<file path="src/rtl/keypad_scanner_if.sv">
// Keypad scanner signal bundle: matrix pins toward the board plus the
// debounced key outputs consumed by keypad_unit.
interface keypad_scanner_if;
  logic [3:0] row_in;
  logic [3:0] col_out;
  logic [7:0] key_coord;
  logic       key_valid;
  logic       key_held;

  // Scanner side: reads rows, drives columns and the debounced key outputs
  modport master (
    input  row_in,
    output col_out, key_coord, key_valid, key_held
  );

  // Board / consumer side
  modport slave (
    output row_in,
    input  col_out, key_coord, key_valid, key_held
  );
endinterface

</file>
<file path="src/rtl/keypad_scanner.sv">
// 4x4 matrix keypad scanner: walks a low column across the matrix, samples
// the synchronized rows, builds a per-frame key code and debounces whole
// frames before reporting {row_val, col_val} active-low codes.
module keypad_scanner #(
  parameter int SCAN_DIV        = 4,
  parameter int DEBOUNCE_FRAMES = 3
) (
  input  logic             clk,
  input  logic             rst,
  keypad_scanner_if.master kp
);
  localparam int               DIV_W    = (SCAN_DIV > 1) ? $clog2(SCAN_DIV) : 1;
  localparam logic [DIV_W-1:0] DIV_LAST = DIV_W'(SCAN_DIV - 1);
  localparam logic [3:0]       STAB_MAX = 4'(DEBOUNCE_FRAMES);
  localparam logic [7:0]       NONE     = 8'hFF;

  typedef enum logic {ST_RELEASED, ST_PRESSED} state_t;

  logic [3:0]       r_row_meta;
  logic [3:0]       r_row_sync;
  logic [DIV_W-1:0] r_div_cnt;
  logic [1:0]       r_col_idx;
  logic [3:0]       r_col_out;
  logic [15:0]      r_acc;
  logic [7:0]       r_cand;
  logic [3:0]       r_stab_cnt;
  logic [7:0]       r_key_coord;
  logic             r_key_valid;
  state_t           r_state;

  logic             w_sample;
  logic             w_frame_end;
  logic [15:0]      w_map;
  logic [4:0]       w_hits;
  logic [7:0]       w_frame_code;
  logic             w_match;
  logic [3:0]       w_stab_next;
  logic [7:0]       w_cand_next;
  logic             w_commit;

  assign w_sample    = (r_div_cnt == DIV_LAST);
  assign w_frame_end = w_sample && (r_col_idx == 2'd3);

  // Pressed-position map (bit col*4+row) including the column sampled now
  assign w_map = r_acc | ({12'd0, ~r_row_sync} << {r_col_idx, 2'b00});

  // Frame code: a single pressed position gives its code, anything else NONE
  always_comb begin
    w_hits       = '0;
    w_frame_code = NONE;
    for (int i = 0; i < 16; i++) begin
      w_hits = w_hits + 5'(w_map[i]);
    end
    if (w_hits == 5'd1) begin
      for (int c = 0; c < 4; c++) begin
        if (w_map[c*4 +: 4] != 4'h0) begin
          w_frame_code = {~w_map[c*4 +: 4], ~(4'b0001 << c)};
        end
      end
    end
  end

  assign w_match     = (w_frame_code == r_cand);
  assign w_stab_next = !w_match ? 4'd1 :
                       (r_stab_cnt >= STAB_MAX) ? STAB_MAX : r_stab_cnt + 4'd1;
  assign w_cand_next = w_match ? r_cand : w_frame_code;
  assign w_commit    = (w_stab_next == STAB_MAX) && (w_cand_next != r_key_coord);

  // Two-flop synchronizer for the asynchronous row inputs
  always_ff @(posedge clk or posedge rst) begin
    if (rst) begin
      r_row_meta <= 4'hF;
      r_row_sync <= 4'hF;
    end else begin
      r_row_meta <= kp.row_in;
      r_row_sync <= r_row_meta;
    end
  end

  // Column scan timing and per-frame accumulation of pressed positions
  always_ff @(posedge clk or posedge rst) begin
    if (rst) begin
      r_div_cnt <= '0;
      r_col_idx <= 2'd0;
      r_col_out <= 4'b1110;
      r_acc     <= '0;
    end else if (w_sample) begin
      r_div_cnt <= '0;
      r_col_idx <= r_col_idx + 2'd1;
      r_col_out <= ~(4'b0001 << (r_col_idx + 2'd1));
      r_acc     <= w_frame_end ? 16'd0 : w_map;
    end else begin
      r_div_cnt <= r_div_cnt + 1'b1;
    end
  end

  // Frame debounce and RELEASED/PRESSED state machine with registered outputs
  always_ff @(posedge clk or posedge rst) begin
    if (rst) begin
      r_cand      <= NONE;
      r_stab_cnt  <= 4'd0;
      r_key_coord <= NONE;
      r_key_valid <= 1'b0;
      r_state     <= ST_RELEASED;
    end else begin
      r_key_valid <= 1'b0;
      if (w_frame_end) begin
        r_cand     <= w_cand_next;
        r_stab_cnt <= w_stab_next;
        if (w_commit) begin
          r_key_coord <= w_cand_next;
          r_key_valid <= (w_cand_next != NONE);
          case (r_state)
            ST_RELEASED: if (w_cand_next != NONE) r_state <= ST_PRESSED;
            ST_PRESSED:  if (w_cand_next == NONE) r_state <= ST_RELEASED;
            default:     r_state <= ST_RELEASED;
          endcase
        end
      end
    end
  end

  assign kp.col_out   = r_col_out;
  assign kp.key_coord = r_key_coord;
  assign kp.key_valid = r_key_valid;
  assign kp.key_held  = (r_state == ST_PRESSED);
endmodule

</file>
<file path="src/flat_wrapper.sv">
// flat-port wrapper written by rule: the top's interface ports become plain ports
module keypad_scanner_flat 
#(
  parameter int SCAN_DIV        = 4,
  parameter int DEBOUNCE_FRAMES = 3
)
  (clk, rst, kp_row_in, kp_col_out, kp_key_coord, kp_key_valid, kp_key_held);
  keypad_scanner_if kp_i ();
  input  logic clk;
  input  logic rst;
  input wire logic [$bits(kp_i.row_in)-1:0] kp_row_in;
  output wire logic [$bits(kp_i.col_out)-1:0] kp_col_out;
  output wire logic [$bits(kp_i.key_coord)-1:0] kp_key_coord;
  output wire logic [$bits(kp_i.key_valid)-1:0] kp_key_valid;
  output wire logic [$bits(kp_i.key_held)-1:0] kp_key_held;
  assign kp_i.row_in = kp_row_in;
  assign kp_col_out = kp_i.col_out;
  assign kp_key_coord = kp_i.key_coord;
  assign kp_key_valid = kp_i.key_valid;
  assign kp_key_held = kp_i.key_held;
  keypad_scanner #(.SCAN_DIV(SCAN_DIV), .DEBOUNCE_FRAMES(DEBOUNCE_FRAMES)) u_core (.clk(clk), .rst(rst), .kp(kp_i));
endmodule
</file>
<file path="config.mk">
export PLATFORM = sky130hd
export DESIGN_NAME = keypad_scanner_flat
export DESIGN_NICKNAME = d
export VERILOG_FILES = /design/src/rtl/keypad_scanner_if.sv /design/src/rtl/keypad_scanner.sv /design/src/flat_wrapper.sv
export SDC_FILE = /design/constraint.sdc
export NUM_CORES = 1
export LEC_CHECK = 0
export BUFFER_PORTS_ARGS = -buffer_cell sky130_fd_sc_hd__clkbuf_2
export CAP_MARGIN = 20
export CORE_UTILIZATION = 44
export DETAILED_ROUTE_END_ITERATION = 16
export PLACE_DENSITY = 0.67
export SYNTH_ARGS = -nofsm -noshare
export SYNTH_HDL_FRONTEND = slang
export SYNTH_SLANG_ARGS = --single-unit
</file>
<file path="constraint.sdc">
create_clock -name clk -period 13 [get_ports clk]
set_input_delay 3.9 -clock clk [delete_from_list [all_inputs] [get_ports clk]]
set_output_delay 3.9 -clock clk [all_outputs]
set_load 0.05 [all_outputs]
</file>
### After elaboration in Yosys (flattened, before gate mapping)

Cells that the tools add are included.

* register bits: 54
* output and inout port bits: 14
* bits of input ports: 6

* magnitude comparators: 1
* mux-type cells: 15
* reductions and logical operators: 7
* bitwise operators: 8
* shift operators: 2
* $add $sub $neg: 18
* equal/unequal tests: 8

Operators with widths (count)
* $add 5x1->5: 14
* $mux 8: 6
* $not 4->4: 6
* $mux 16: 1
* $or 16x16->16: 1
* $reduce_bool 4->1: 4
* $shl 4x4->16: 1
* $eq 8x8->1: 1
* $eq 8x8->1 const B: 1
* $mux 4: 2
* $ne 8x8->1: 1
* $ne 8x8->1 const B: 1
* $eq 5x1->1 const B: 1
* $add 2x1->2 const B: 2
* $add 4x1->4 const B: 1
* $eq 2x2->1 const B: 2
* $eq 4x2->1 const B: 1
* $ge 4x2->1 const B: 1
* $mux 1: 4
* $shl 1x2->4 const A: 1
* $add 1x1->2: 1
* $logic_and 1x1->1: 2
* $mux 2: 1
* $pmux 1 s2: 1
* other kinds (2): 2

### Depth between registers and ports, before layout

* depth after elaboration: 26
* depth in mapped cells: 24
* mapped depth without buffers: 23

### Least setup slack after synthesis

OpenSTA, ideal clock, no wires.

* path type: reg2reg
* start: register u_core.r_col_idx[0]
* end: register u_core.r_key_coord[2], in the netlist u_core.kp.key_coord[2]
* path buffers: 2
* cell stages (with the launch flop): 24
* data arrival time: 6601 ps
* path slack: 6317 ps
* data required time: 12918 ps
* cell sequence: dfrtp_1 -> buf_1 -> nor3_1 -> or2_2 -> inv_1 -> ha_1 -> inv_1 -> fa_1 -> fa_1 -> fa_1 -> inv_1 -> fa_1 -> inv_1 -> fa_1 -> inv_1 -> fa_1 -> or4_1 -> buf_2 -> nor3b_4 -> a31oi_2 -> xor2_1 -> or4_4 -> nand4_4 -> mux2_4

* word-level cells in the longest chain between the ends: 24
* elaborated cells between the ends (all ways): 40
* classes of those cells: 15 x add/sub; 5 x eq/ne; 1 x shift; 7 x mux; 5 x bitwise; 7 x reduce/logical

Ends and longest elaborated chain
* from (decl): line keypad_scanner.sv:22 `logic [1:0] r_col_idx;`
* from (signal assigned): line keypad_scanner.sv:89 `r_col_idx <= r_col_idx + 2'd1;`
* $shl 4x4->16: line keypad_scanner.sv:45 `assign w_map = r_acc | ({12'd0, ~r_row_sync} << {r_col_idx, 2'b00});`
* $or 16x16->16: line keypad_scanner.sv:45
* $add 1x1->2: line keypad_scanner.sv:52 `w_hits = w_hits + 5'(w_map[i]);`
* $add 5x1->5 (14 in a row): line keypad_scanner.sv:52
* $eq 5x1->1: line keypad_scanner.sv:54 `if (w_hits == 5'd1) begin`
* $mux 8: line keypad_scanner.sv:54
* $eq 8x8->1: line keypad_scanner.sv:63 `assign w_match = (w_frame_code == r_cand);`
* $mux 8 or $mux 4 (tied branches): line keypad_scanner.sv:66, keypad_scanner.sv:64
* $ne 8x8->1 or $eq 4x2->1 (tied branches): line keypad_scanner.sv:67 `assign w_commit = (w_stab_next == STAB_MAX) && (w_cand_next != r_key_coord);`
* $logic_and 1x1->1: line keypad_scanner.sv:67
* $reduce_and 2->1 (no line)
* to (signal assigned): line keypad_scanner.sv:111 `r_key_coord <= w_cand_next;`
* to (decl): line keypad_scanner.sv:27 `logic [7:0] r_key_coord;`

Parallel ways exist; a longest one is shown, timed or not.
A chain may end at the register's enable or synchronous reset.

### Worst setup path in the final report

Same ends and word-level chain as after synthesis.

==> flow_summary.yaml <==
clock_tree:
  cts_setup_buffers: 0
  clk_pin_slew_ps: 90
  cts_max_level: 2
  numCtsBuffers: 5
  root_buffer: "clkbuf_8"
  cts-hold-fix-buffers: 0
  cts.sinks: 54
  tritoncts: "yes"
  cts_max_path_buffers: 2
  clk_latency_ps: 310
  cts_resized: 0
sta:
  finalSetupViolations: 0
  hold_viol: 0
  slew-limit-headroom_pct: 33.4
  rsz0062_at_grt: "false"
  setup_tns_ps: 0
  max_freq_mhz: 142
  tightest_slew_ps: 999
  drv_slew: 0
  fin_ws_ps: 5960
  skew_ps: 8.27
  finalCritPeriodShare_pct: 54.1
  fin_crit_ps: 7040
finish:
  drive_gt1_share_pct: 24.4
  antennaDiodeCount: 0
  fillers: 636
  ff_latch_area_sq_um: 1390
  nets: 349
  fin_area_sq_um: 3430
  multi_input_area_sq_um: 1600
  syn_to_final_growth_pct: 9.64
power:
  p_int_uw: 299
  leakagePower_uw: 0.00162
  peakVddDrop_v: 0.0000641
  power.density_nw_per_um2: 131
  finalPower_uw: 450
  swShare_pct: 33.5
  pwr-share-seq_pct: 47.1
  power_frac_comb_pct: 27.6
  power_switching_uw: 150
  pwr-share-clk_pct: 25.3
critical_path:
  r2r-end: "u_core.kp.key_coord[2]"
  r2r-start: "u_core.r_col_idx[0]"
  cp_common_cell: "fa_1"
  worstPathArrival_ps: 7270
  reg2reg_slack_ps: 5960
  cp_max_fo: 16
  slowest_stage: "dfrtp_1"
  critPathKind: "reg -> reg"
  worstPathRequired_ps: 13240
  end_kind: "flip-flop"
  crit_path_cell_trace: "nor3_1 > or2_2 > inv_1 > ha_1 > inv_1 > fa_1 > fa_1 > fa_1 > inv_1 > fa_1 > inv_1 > fa_1 > inv_1 > fa_1 > or4_1 > nor3b_4 > o211ai_1 > mux2i_1 > nand4_1 > or4_4 > nand4_4 > mux2_4"
  reg2reg_depth: 22
  startpoint_type: "flip-flop"
  slowest_delay_ps: 660
detailed_routing:
  vias: 2180
  viasPerCell: 5.24
  routedWlPerCell_um: 15.1
  drc: 0
  totalWireLength_um: 6290
  ant_nets: 0
  drt_iter0_drc: 176
  firstDrtPassIters: 4
global_routing:
  globalRouteOverflowTotal: 0
  grt_first_pass_wirelength_um: 10700
  first_global_vias: 2117
  gr-usage-all-layers_pct: 18.8
  antenna_found_initial: 0
  grt_max_degree: 55
floorplan:
  die_w_um: 86.3
  die_h_um: 86.3
  num_rows: 30
  start_util_pct: 45.8
  core_sq_um: 6830
  ios: 20
  dieArea_sq_um: 7450
status:
  outcome: "completed"
worst_hold_path:
  holdPathStages: 0
  worstHoldPathType: "reg -> reg"
  hp-start: "u_core.r_row_meta[0]"
  worstHoldEndpoint: "u_core.r_row_sync[0]"
place:
  portBuffers: 19
  post-place-ws_ps: 6000
  postPlaceCellArea_sq_um: 3320
  dpl.hpwl_um: 4600
  gp_congestion: 0.887
synth:
  seq_area_frac_synth_pct: 44.3
  synthCells: 302
  synth.distinct_cells: 57
  yosysMostFrequentCell: "nor2_1"
  ys_top_cells_by_area: "dfstp_2 (23%), dfrtp_1 (22%), fa_1 (6.4%)"
  synthTopCellsByCount: "nor2_1 (33), inv_1 (28), dfrtp_1 (27), dfstp_2 (27), o21ai_0 (23)"
  yosys_warnings: 0
  yosys.area.top_type: "dfstp_2"
  ys_ff_latch: 54
  synthesis.nets: 331
  async_flop_share_pct: 100
  synth.avg_cell_area_sq_um: 10.4
  syn-cell-area_sq_um: 3130
  synth_edf_count: 0
  synthFlopType: "dfstp_2"
  synth_top_area_share_pct: 22.7
job:
  maxCapViolCount: 0
registers in the layout (all words and copies together), names as in the netlist:
register and flops:
u_core.kp.key_coord 8, u_core.r_acc 16, u_core.r_cand 8, u_core.r_div_cnt 2
u_core.r_row_meta 4, u_core.kp.col_out 4, u_core.r_stab_cnt 4, u_core.r_row_sync 4
u_core.r_col_idx 2, u_core.kp.key_valid 1, u_core.kp.key_held 1
power groups by stage:
stage	Sequential, uW	Clock (uW)	Combinational (uW)
6_report	212	114	124
5_1_grt	214	123	135
4_1_cts	212	116	125
3_5_place_dp	214	0	124
3_3_place_gp	214	0	121
2_1_floorplan	249	0	62.8
cell families (layout without fill, tap and decap cells):
kind of cell	after synthesis	in the layout	share of synthesized area, %
flip-flops	54	54	44.3
multiplexers	19	19	7.12
XOR/XNOR	10	10	2.80
buffers and inverters	38	56	4.68
AO/OA/AOI/OAI	67	67	14.5
adder cells (fa/ha/maj)	23	23	11.6
AND/OR/NAND/NOR	91	91	15.0
how the worst max path moves through the flow:
| stage | from | end | depth (start not counted) |
|---|---|---|---|
| 6_report | u_core.r_col_idx[0] | u_core.kp.key_coord[2] | 22 |
| 5_1_grt | u_core.r_col_idx[0] | u_core.kp.key_coord[2] | 22 |
| 4_1_cts | u_core.r_col_idx[0] | u_core.kp.key_coord[2] | 22 |
| 3_5_place_dp | u_core.r_col_idx[0] | u_core.kp.key_coord[2] | 22 |
| 3_3_place_gp | u_core.r_col_idx[0] | u_core.kp.key_coord[3] | 22 |
| 2_1_floorplan | u_core.r_col_idx[0] | u_core.kp.key_coord[2] | 23 |
critical path: cells and delay by family, from the launching register on:
family	cells	cell delay [ps]
DFF	1	660
buffers and inverters	5	340
AOI/OAI and AO/OA	1	260
and+or+nand+nor	7	2230
adders and majority gates	7	2900
muxes	2	550
area by class of cell:
| type | instances | area share [%] |
|---|---|---|
| multi-input combinational | 210 | 46.6 |
| clock inverter | 1 | 0.876 |
| clock buffer | 6 | 2.41 |
| sequential | 54 | 40.4 |
| inverter | 28 | 3.06 |
| tap | 96 | 3.50 |
| timing repair buffer | 21 | 3.21 |
layout by cell type (no fill, tap or decap), types with 5 or more instances in the layout:
cell type | netlist | layout
nor2_1 | 33 | 33
inv_1 | 28 | 27
dfrtp_1 | 27 | 27
dfstp_2 | 27 | 27
o21ai_0 | 23 | 23
clkbuf_2 | 0 | 19
nand2_1 | 17 | 17
ha_1 | 13 | 13
a21oi_1 | 12 | 12
fa_1 | 10 | 10
mux2i_1 | 8 | 8
nor3_1 | 7 | 7
nand3_1 | 6 | 6
clkbuf_8 | 0 | 6
xor2_1 | 5 | 5
xnor2_1 | 5 | 5
mux2_4 | 5 | 5
mux2_2 | 5 | 5
per-layer routing:
layer  global-route usage [%]  wire length (um)  up-vias
met4                     7.27                87        0
met1                     27.7              3130     1044
li1                         -                 -     1071
met3                     3.43               233        8
met5                        0                 0        -
met2                     27.4              2840       57
stage by stage:
step | hold slack (ps) | instances | utilization [%]
5_1_grt | 363 | 416 | 50.2
6_report | 360 | 416 | 50.2
2_1_floorplan | 345 | 302 | -
4_1_cts | 360 | 416 | 50.2
3_3_place_gp | 346 | 409 | 48.6
3_5_place_dp | 347 | 409 | 48.6
Note: power is estimated with default switching activity, not from simulation.
